`src/rtl/cmdout_collector.sv`:
```
// Collects 64-bit completion words from NUM_ACCS accelerators into one AXI-Stream
// cmdout channel. Each source has a one-entry slot, and a round-robin grant feeds a registered output stage.
module cmdout_collector #(
  parameter int NUM_ACCS    = 16,
  parameter int ACC_BITS    = $clog2(NUM_ACCS),
  parameter int COUNT_WIDTH = 32
) (
  input  logic                     clk,
  input  logic                     rstn,
  input  logic [NUM_ACCS-1:0]      acc_in_tvalid,
  output logic [NUM_ACCS-1:0]      acc_in_tready,
  input  logic [NUM_ACCS*64-1:0]   acc_in_tdata,
  output logic                     cmdout_tvalid,
  input  logic                     cmdout_tready,
  output logic [ACC_BITS-1:0]      cmdout_tid,
  output logic [63:0]              cmdout_tdata,
  output logic [COUNT_WIDTH-1:0]   msg_count
);

  // Handshake: a word moves on a rising edge where valid & ready are both high.
  // Valid never waits for ready, and ready here is a function of registered slot state only.
  logic [NUM_ACCS-1:0] slot_valid;
  logic [63:0]         slot_data [NUM_ACCS];
  logic [NUM_ACCS-1:0] accept;
  logic [NUM_ACCS-1:0] clear_vec;
  logic [ACC_BITS-1:0] rr_ptr;
  logic [ACC_BITS-1:0] grant;
  logic [ACC_BITS-1:0] cand;
  logic                grant_found;
  logic                out_valid;
  logic                load;
  int                  idx;

  assign acc_in_tready = {NUM_ACCS{rstn}} & ~slot_valid;
  assign accept        = acc_in_tvalid & acc_in_tready;
  assign load          = (~out_valid | cmdout_tready) & (|slot_valid);
  assign clear_vec     = {{(NUM_ACCS-1){1'b0}}, load} << grant;
  assign cmdout_tvalid = out_valid;

  // Rotating priority search starting at rr_ptr and wrapping modulo NUM_ACCS.
  always_comb begin
    grant       = rr_ptr;
    grant_found = 1'b0;
    idx         = 0;
    cand        = '0;
    for (int k = 0; k < NUM_ACCS; k++) begin
      idx = int'(rr_ptr) + k;
      if (idx >= NUM_ACCS) idx = idx - NUM_ACCS;
      cand = ACC_BITS'(idx);
      if (!grant_found && slot_valid[cand]) begin
        grant_found = 1'b1;
        grant       = cand;
      end
    end
  end

  // Accept and grant never target the same slot, since ready requires an empty slot.
  always_ff @(posedge clk or negedge rstn) begin
    if (!rstn) begin
      slot_valid <= '0;
    end else begin
      slot_valid <= (slot_valid | accept) & ~clear_vec;
    end
  end

  always_ff @(posedge clk) begin
    for (int i = 0; i < NUM_ACCS; i++) begin
      if (accept[i]) slot_data[i] <= acc_in_tdata[64*i +: 64];
    end
  end

  always_ff @(posedge clk or negedge rstn) begin
    if (!rstn) begin
      out_valid    <= 1'b0;
      cmdout_tid   <= '0;
      cmdout_tdata <= '0;
      rr_ptr       <= '0;
    end else if (load) begin
      out_valid    <= 1'b1;
      cmdout_tid   <= grant;
      cmdout_tdata <= slot_data[grant];
      rr_ptr       <= (grant == ACC_BITS'(NUM_ACCS-1)) ? '0 : grant + 1'b1;
    end else if (cmdout_tready) begin
      out_valid    <= 1'b0;
    end
  end

  always_ff @(posedge clk or negedge rstn) begin
    if (!rstn) begin
      msg_count <= '0;
    end else if (out_valid && cmdout_tready) begin
      msg_count <= msg_count + 1'b1;
    end
  end

endmodule

```
`config.mk`:
```
export PLATFORM = sky130hd
export DESIGN_NAME = cmdout_collector
export DESIGN_NICKNAME = d
export VERILOG_FILES = /design/src/rtl/cmdout_collector.sv
export SDC_FILE = /design/constraint.sdc
export NUM_CORES = 1
export LEC_CHECK = 0
export ABC_AREA = 0
export CORE_AREA = 4 4 454 456
export DETAILED_ROUTE_END_ITERATION = 7
export DIE_AREA = 0 0 458 460
export PLACE_DENSITY = 0.43
export RECOVER_POWER = 100
export SLEW_MARGIN = 25
export SYNTH_ARGS = -nofsm -noshare
export SYNTH_HDL_FRONTEND = slang
export SYNTH_SLANG_ARGS = --single-unit
```
`constraint.sdc`:
```
create_clock -name clk -period 5.7 [get_ports clk]
set_input_delay 1.425 -clock clk [delete_from_list [all_inputs] [get_ports clk]]
set_output_delay 1.425 -clock clk [all_outputs]
set_load 0.02 [all_outputs]
```
==> impl_metrics.tcl, run 1 <==
set metrics [dict create \
    status "complete, but fails checks" \
    violations "capacitance limit, slew limit" \
    grt_usage 0.211 \
    leakage_nw 24.8 \
    wirelength_um 230000 \
    pwr_density_cell_nw_per_um2 737 \
    routabilityCongestion 0.853 \
    hold_viol 0 \
    synth_compound_area_frac 0.0500 \
    total_power_mw 49.7 \
    syn_inst 2802 \
    die_y_um 460 \
    route.detailed.wl_per_inst_um 33.1 \
    cts_setup_buffers 0 \
    io_pins 1160 \
    cts.path.max_buffers 3 \
    synth_cell_types 73 \
    grt_max_degree 72 \
    fmax_ghz 0.180 \
    path_class "in -> reg" \
    vias_per_cell 4.65 \
    required_ns 6.09 \
    synthAdderAreaFrac 0.00238 \
    final_common_cell "dlygate4sd3_1" \
    drtIter0Drc 2572 \
    overflow 0 \
    setup_viol 0 \
    final_area_um2 67500 \
    ant_nets 0 \
    initial_utilization 0.235 \
    drive_gt1_frac 0.106 \
    syn2layout_area_growth_pct 42.6 \
    htree_levels 4 \
    rows 165 \
    worstSkewPairLatency_ns 0.79 \
    irDropWorstVdd_uv 595 \
    synth_top_family_by_area "multiplexers" \
    worst_pin_slew_ns 4.23 \
    async_flop_share 0.106 \
    synth_edf_count 1024 \
    rsz0062_at_grt "false" \
    grt_pass1_wl_um 301000 \
    die_x_um 458 \
    cap_violations 23 \
    fin_skew_ns 0.0248 \
    antenna_found_initial 287 \
    period_share 0.975 \
    cts_sinks 1145 \
    fin_nets 5143 \
    place_ws_ns -0.0923 \
    crit_path_end_kind "register" \
    fillers 19700 \
    min_path_type "reg -> reg" \
    clk_pin_slew_ns 0.06 \
    crit_fanout 68 \
    grt_pass1_vias 33000 \
    ys_seq_area_frac 0.714 \
    ys_warn_count 0 \
    syn_area_um2 47300 \
    synth.ff_latch_count 1145 \
    final_cell_mix "dlygate4sd3_1 (1142), edfxtp_1 (1024), mux2i_1 (674), clkbuf_16 (143), a22oi_1 (130)" \
    place_area_um2 63200 \
    clockRootBuffer "clkbuf_16" \
    worst_ep_arrival_time_ns 5.95 \
    synth_ff_type "edfxtp_1" \
    place_hpwl_um 171000 \
    slew_headroom -1.82 \
    synth-simple-area-share 0.0357 \
    synthDominantCellAreaShare 0.650 \
    crit_path_start_kind "primary input" \
    core_area_um2 202000 \
    drc 0 \
    yosysTopAreaCell "edfxtp_1" \
    cts_tree "built" \
    first_pass_iters 5 \
    syn_area_per_cell_um2 16.9 \
    die_area_um2 211000 \
    portBuffers 1159 \
    vias 32300 \
    slew_violations 787 \
    period_minus_slack_ns 5.56 \
    numCtsBuffers 141 \
    synth_xor_area_frac 0.00827 \
    synthTopCellsByArea "edfxtp_1 (65%), mux2i_1 (14%), dfrtp_1 (6.4%)" \
    setup_ws_ns 0.141 \
    tns_ns 0 \
    syn_nets 3854 \
    synth.mux.area_fraction 0.172 \
]
-- kinds of logic after synthesis --
kind of cell | after synthesis
AO/OA/AOI/OAI | 316
adder cells (fa/ha/maj) | 9
XOR/XNOR | 43
AND/OR/NAND/NOR | 337
buffers and inverters | 176
flip-flops | 1145
multiplexers | 776
-- cell usage after synthesis, types with 27 or more instances --
master and n:
o211ai_1 67, xnor2_1 32, a22oi_1 131, nand2_1 108, dfrtp_1 121, buf_4 27
nor2_1 34, buf_2 67, mux2_2 78, clkbuf_1 54, nand3_1 87, edfxtp_1 1024
mux2i_1 675
-- routing by layer --
metal	vias to the layer above	part of all wire	track usage
li1	13800	-	-
met1	16300	0.41	0.264
met2	1638	0.49	0.363
met3	557	0.071	0.0573
met4	72	0.026	0.0466
met5	-	0.0019	0
-- sequential cells by signal, summed over array words and instances (netlist names) --
| signal | count |
|---|---|
| rr_ptr | 4 |
| cmdout_tid | 4 |
| slot_valid | 16 |
| slot_data | 1024 |
| cmdout_tvalid | 1 |
| msg_count | 32 |
| cmdout_tdata | 64 |
-- critical path: stages --
cell      delay (ns)
clkbuf_8        0.44
nor2b_1         0.41
and2_0          2.18
clkbuf_2        1.25
-- power breakdown --
group | internal, mW | switching, mW
sequential | 10.4 | 0.713
combinational | 12.3 | 17.7
clock | 4.92 | 3.72
-- repair_timing --
action	CTS	global route
resized for setup	4	10
cloned	0	1
hold buffers	0	0
pin swaps	1	1
setup endpoints to repair	1	1
-- layout make-up --
type | instances | area, um^2 | share of cell area
diodes | 85 | 213 | 0.00315
well taps | 2672 | 3340 | 0.0495
multi-input cells | 1481 | 12800 | 0.190
flip-flops and latches | 1145 | 33800 | 0.500
clock inverters | 58 | 544 | 0.00806
inverters | 19 | 71.3 | 0.00106
repair buffers | 1303 | 12900 | 0.191
clock buffers | 196 | 3810 | 0.0564
-- through the flow --
step	std cells	util	hold WS, ns
finish	6959	0.335	0.476
global route	6908	0.334	0.506
CTS	6873	0.335	0.483
detailed placement	6619	0.313	0.471
global placement	6618	0.313	0.465
floorplan	2802	-	0.578
-- final timing paths --
| path | start | endpoint | slack, ns | cells past startpoint |
|---|---|---|---|---|
| min reg2reg | cmdout_tid[0]$_DFFE_PN0P_ | cmdout_tid[0]$_DFFE_PN0P_ | 0.48 | 2 |
| min in group asynchronous | rstn | msg_count[8]$_DFFE_PN0P_ | 0.65 | 1 |
| max in group asynchronous | rstn | cmdout_tdata[20]$_DFFE_PN0P_ | 1.02 | 3 |
| min | cmdout_tid[0]$_DFFE_PN0P_ | cmdout_tid[0]$_DFFE_PN0P_ | 0.48 | 2 |
| max | rstn | slot_data[11][9]$_DFFE_PP_ | 0.14 | 4 |
| max reg2reg | rr_ptr[2]$_DFFE_PN0P_ | cmdout_tdata[45]$_DFFE_PN0P_ | 0.24 | 14 |
Note: power is estimated with default switching activity, not from simulation.
==> inputs of run 2 (changes only) <==
- HOLD_SLACK_MARGIN: not set -> 0.03
- RECOVER_POWER: 100 -> not set
- SKIP_LAST_GASP: not set -> 1
==> impl_metrics.tcl, run 2 (synthesis results as in run 1) <==
set metrics [dict create \
    status "finished clean" \
    ant_nets 0 \
    crit_path_end_kind "register" \
    first_pass_iters 5 \
    final_util 0.336 \
    core_area_um2 202000 \
    grt_pass1_vias 33000 \
    syn2layout_area_growth_pct 43.2 \
    critPathBufInv 2 \
    cap_violations 0 \
    numCtsBuffers 141 \
    die_area_um2 211000 \
    crit_family "compound AO/OA/AOI/OAI gates" \
    io_pins 1160 \
    place_hpwl_um 171000 \
    crit_fanout 24 \
    clockRootBuffer "clkbuf_16" \
    cpMaxStageDelayCell "o211ai_1" \
    top_regs "slot_data: 1024 flops, cmdout_tdata: 64 flops, msg_count: 32 flops" \
    wirelength_um 230000 \
    grt_max_degree 72 \
    drive_gt1_frac 0.113 \
    fin_skew_ns 0.0265 \
    pwr_density_cell_nw_per_um2 742 \
    startpoint "rr_ptr[1]$_DFFE_PN0P_" \
    grt_usage 0.211 \
    cp_cell_sequence "ha_1 -> xnor2_4 -> mux2_2 -> o32ai_1 -> o22ai_1 -> a2111oi_0 -> o21ai_1 -> a311oi_4 -> clkbuf_16 -> buf_12 -> mux2_2 -> o211ai_1 -> nand3_1" \
    grt_pass1_wl_um 301000 \
    drt-met1-wl_um 95100 \
    portBuffers 1159 \
    vias 31800 \
    fin_nets 5143 \
    period_share 0.957 \
    worstSkewPairLatency_ns 0.79 \
    final_area_um2 67800 \
    route.detailed.wl_per_inst_um 33.3 \
    required_ns 6.30 \
    vias_per_cell 4.59 \
    reg2reg_from "rr_ptr[1]$_DFFE_PN0P_" \
    overflow 0 \
    die_y_um 460 \
    drtIter0Drc 2652 \
    final_common_cell "clkdlybuf4s50_1" \
    cts_hold_buf 0 \
    timing.critical_path.mode_cell "mux2_2" \
    routed.top_layer "met5" \
    wl_met3_um 15900 \
    hold_viol 0 \
    crit_path_start_kind "register" \
    min_path_type "reg -> reg" \
    wl_met2_um 115000 \
    setup_viol 0 \
    cts_setup_buffers 0 \
    path_class "reg -> reg" \
    worst_pin_slew_ns 0.929 \
    worst_ep_arrival_time_ns 6.05 \
    fmax_ghz 0.183 \
    cts.path.max_buffers 3 \
    die_x_um 458 \
    top_register "slot_data" \
    place_area_um2 63200 \
    htree_levels 4 \
    initial_utilization 0.235 \
    cts_sinks 1145 \
    rows 165 \
    worst_path_largest_cell_delay_ns 0.73 \
    slew_headroom 0.381 \
    leakage_nw 24.5 \
    largest_register_ffs 1024 \
    clk_pin_slew_ns 0.06 \
    cts_tree "built" \
    holdCritStartpoint "cmdout_tid[0]$_DFFE_PN0P_" \
    drc 0 \
    routabilityCongestion 0.853 \
    slew_violations 0 \
    period_minus_slack_ns 5.45 \
    antenna_found_initial 111 \
    final_cell_mix "clkdlybuf4s50_1 (1158), edfxtp_1 (1024), mux2i_1 (674), clkbuf_16 (143), a22oi_1 (130)" \
    irDropWorstVdd_uv 584 \
    rsz0062_at_grt "false" \
]
## run 2: cell types whose count changed in the layout (fill, tap and decap cells not counted), moves of 2 or more
cell and change:
and2_2 -4, and2_0 -14, and2_4 +16, clkdlybuf4s50_1 +1142, buf_4 +26, clkbuf_2 -20
dlygate4sd3_1 -1142, clkbuf_1 -19, and2_1 +2, clkbuf_4 -2, buf_12 +15, diode_2 -43
## run 2: final timing paths
path,end,slack [ns],cells after the start
worst max-delay path,cmdout_tdata[45]$_DFFE_PN0P_,0.25,13
worst min-delay path,cmdout_tid[0]$_DFFE_PN0P_,0.48,2
worst max register to register,cmdout_tdata[45]$_DFFE_PN0P_,0.25,13
worst min register to register,cmdout_tid[0]$_DFFE_PN0P_,0.48,2
max in group asynchronous,cmdout_tdata[20]$_DFFE_PN0P_,3.58,3
min in group asynchronous,msg_count[8]$_DFFE_PN0P_,0.65,1
## run 2: power by group
part           switching [mW]  leakage [nW]  internal (mW)
Clock                    3.72          2.11           4.92
Combinational            17.8          11.6           12.7
Sequential              0.720          10.8           10.3
## run 2: metrics by stage
step | TNS (ns) | std cells | power (mW) | worst slack, ns | hold slack, ns
2_1_floorplan | 0 | 2802 | 30.0 | 1.02 | 0.578
3_3_place_gp | -0.145 | 6618 | 41.9 | -0.145 | 0.465
3_5_place_dp | -0.0923 | 6619 | 41.9 | -0.0923 | 0.471
4_1_cts | 0 | 6873 | 50.8 | 0.106 | 0.483
5_1_grt | 0 | 6892 | 52.7 | 0.0119 | 0.511
6_report | 0 | 6916 | 50.2 | 0.247 | 0.480
## run 2: layout make-up
cell class	count	area, um^2
Fill cell	19600	134000
Sequential cell	1145	33800
Timing Repair Buffer	1303	13200
Multi-Input combinational cell	1481	12900
Clock buffer	196	3810
Tap cell	2672	3340
Clock inverter	58	544
Antenna cell	42	105
Inverter	19	71.3
## run 2: repair_timing
action,4_1_cts,5_1_grt
setup endpoints to repair,1,1
gates resized for setup,4,10
pin swaps,1,1
endpoints found under the hold margin,0,0
cloned,0,1
## run 2: worst reg2reg max path: cells and delay by family, from the launching register on
kind / cells / cell delay (ns)
xor+xnor: 1 / 0.38
mux: 2 / 0.83
fa+ha+maj: 1 / 0.38
simple gates: 1 / 0.16
compound gates: 6 / 2.46
buf+inv: 2 / 0.64
flops: 1 / 0.43
## run 2: metal layers
metal  vias to the layer above  GRT usage
met5                         -          0
met4                        48     0.0466
met3                       295     0.0573
met2                      1366      0.363
met1                     16300      0.264
li1                      13700          -
==> inputs of run 3 (changes only) <==
- REMOVE_ABC_BUFFERS: not set -> 1
==> impl_metrics.tcl, run 3 (synthesis results as in run 1) <==
set metrics [dict create \
    cpMaxStageDelayCell "dfrtp_1" \
    period_share 0.927 \
    io_pins 1160 \
    slew_headroom 0.357 \
    status "finished clean" \
    crit_path_start_kind "register" \
    worst_pin_slew_ns 0.964 \
    worst_path_largest_cell_delay_ns 0.80 \
    final_common_cell "clkdlybuf4s50_1" \
    rows 165 \
    rsz0062_at_grt "false" \
    overflow 0 \
    critPathBufInv 5 \
    drtIter0Drc 2537 \
    drc 0 \
    place_hpwl_um 167000 \
    required_ns 6.35 \
    ant_nets 0 \
    timing.critical_path.mode_cell "buf_12" \
    whs_endpoint "cmdout_tid[3]$_DFFE_PN0P_" \
    final_area_um2 68100 \
    reg2reg_to "cmdout_tdata[56]$_DFFE_PN0P_" \
    slew_violations 0 \
    syn2layout_area_growth_pct 43.8 \
    period_minus_slack_ns 5.29 \
    first_pass_iters 7 \
    crit_family "multiplexers" \
    largest_register_ffs 1024 \
    routabilityCongestion 0.855 \
    placed_cells 6625 \
    final_cells 6906 \
    top_register "slot_data" \
    reg2reg_depth 16 \
    route.detailed.wl_per_inst_um 33.1 \
    die_y_um 460 \
    fillers 19500 \
    irDropWorstVdd_uv 757 \
    grt_max_degree 74 \
    tns_ns 0 \
    die_x_um 458 \
    top_regs "slot_data: 1024 flops, cmdout_tdata: 64 flops, msg_count: 32 flops" \
    setup_viol 0 \
    reg2reg_from "rr_ptr[2]$_DFFE_PN0P_" \
    fmax_ghz 0.189 \
    grt_usage 0.209 \
    r2r_slack_ns 0.41 \
    cts.path.max_buffers 3 \
    grt_pass1_vias 33400 \
    total_power_mw 50.6 \
    drive_gt1_frac 0.116 \
    ctsResizeCount 0 \
    final_cell_mix "clkdlybuf4s50_1 (1158), edfxtp_1 (1024), mux2i_1 (675), clkbuf_16 (143), a22oi_1 (131)" \
    vias 31700 \
    crit_path_end_kind "register" \
    cts_sinks 1145 \
    cp_cell_sequence "inv_1 -> ha_1 -> mux4_2 -> mux4_2 -> clkinv_1 -> nand2_1 -> a31oi_1 -> a31oi_1 -> a311oi_4 -> buf_12 -> buf_12 -> buf_12 -> mux2i_1 -> mux2i_1 -> a22oi_1 -> nand3_1" \
    die_area_um2 211000 \
    initial_utilization 0.235 \
    vias_per_cell 4.59 \
    cts_tree "built" \
    core_area_um2 202000 \
    hold_viol 0 \
    portBuffers 1159 \
    worst_ep_arrival_time_ns 5.94 \
    path_class "reg -> reg" \
    clk_pin_slew_ns 0.06 \
    cts_setup_buffers 0 \
    cts_hold_buf 0 \
    holdCritStartpoint "cmdout_tid[3]$_DFFE_PN0P_" \
    fin_nets 5146 \
    antenna_found_initial 84 \
    pwr_density_cell_nw_per_um2 743 \
    grt_pass1_wl_um 300000 \
    htree_levels 4 \
    leakage_nw 24.7 \
    numCtsBuffers 139 \
    fin_skew_ns 0.0514 \
    worstHoldPathCells 2 \
    place_area_um2 63400 \
    clockRootBuffer "clkbuf_16" \
    cap_violations 0 \
    worstSkewPairLatency_ns 0.80 \
    min_path_type "reg -> reg" \
    crit_fanout 25 \
    wirelength_um 228000 \
]
-- run 3: area by class of cell --
cell class | instances | area [um^2] | area share
antenna | 25 | 62.6 | 0.000919
clock inverter | 80 | 885 | 0.0130
sequential | 1145 | 33800 | 0.496
timing repair buffer | 1308 | 13400 | 0.196
multi-input combinational | 1481 | 12800 | 0.188
tap | 2672 | 3340 | 0.0491
inverter | 19 | 71.3 | 0.00105
clock buffer | 176 | 3760 | 0.0553
-- run 3: how the worst max path moves through the flow --
stage | from | end | slack (ns) | cells past startpoint
final | rr_ptr[2]$_DFFE_PN0P_ | cmdout_tdata[56]$_DFFE_PN0P_ | 0.41 | 16
after global routing | rr_ptr[2]$_DFFE_PN0P_ | cmdout_tdata[39]$_DFFE_PN0P_ | 0.21 | 17
after CTS | rr_ptr[2]$_DFFE_PN0P_ | cmdout_tdata[39]$_DFFE_PN0P_ | 0.37 | 17
after detailed placement | rr_ptr[2]$_DFFE_PN0P_ | cmdout_tdata[39]$_DFFE_PN0P_ | 0.39 | 17
after global placement | rr_ptr[2]$_DFFE_PN0P_ | cmdout_tdata[39]$_DFFE_PN0P_ | 0.33 | 17
after floorplan | rr_ptr[0]$_DFFE_PN0P_ | cmdout_tdata[0]$_DFFE_PN0P_ | -60.26 | 11
-- run 3: worst reg2reg max path, delay by kind of cell, from the launching register on --
kind                     cells  cell delay (ns)
AO/OA/AOI/OAI                4             1.20
adder cells (fa/ha/maj)      1             0.48
buffers and inverters        5             1.04
flip-flops                   1             0.80
multiplexers                 4             1.42
AND/OR/NAND/NOR              2             0.22
-- run 3: per-stage QoR --
step | util | worst slack, ns | hold slack (ns)
after detailed placement | 0.314 | 0.389 | 0.473
after global placement | 0.314 | 0.327 | 0.465
after global routing | 0.337 | 0.214 | 0.515
after floorplan | - | -60.26 | 0.578
final | 0.337 | 0.414 | 0.481
after CTS | 0.337 | 0.365 | 0.484
-- run 3: power breakdown --
part	total, mW	internal [mW]	switching (mW)
clock network	9.13	5.35	3.78
logic	30.4	13.1	17.3
registers	11.0	10.3	0.686
-- run 3: metal layers --
layer  up-vias  GRT usage  share of wire
met3       287     0.0602          0.071
met5         -          0         0.0014
met1     16300      0.260           0.41
li1      13800          -              -
met4        56     0.0435          0.016
met2      1329      0.362           0.50
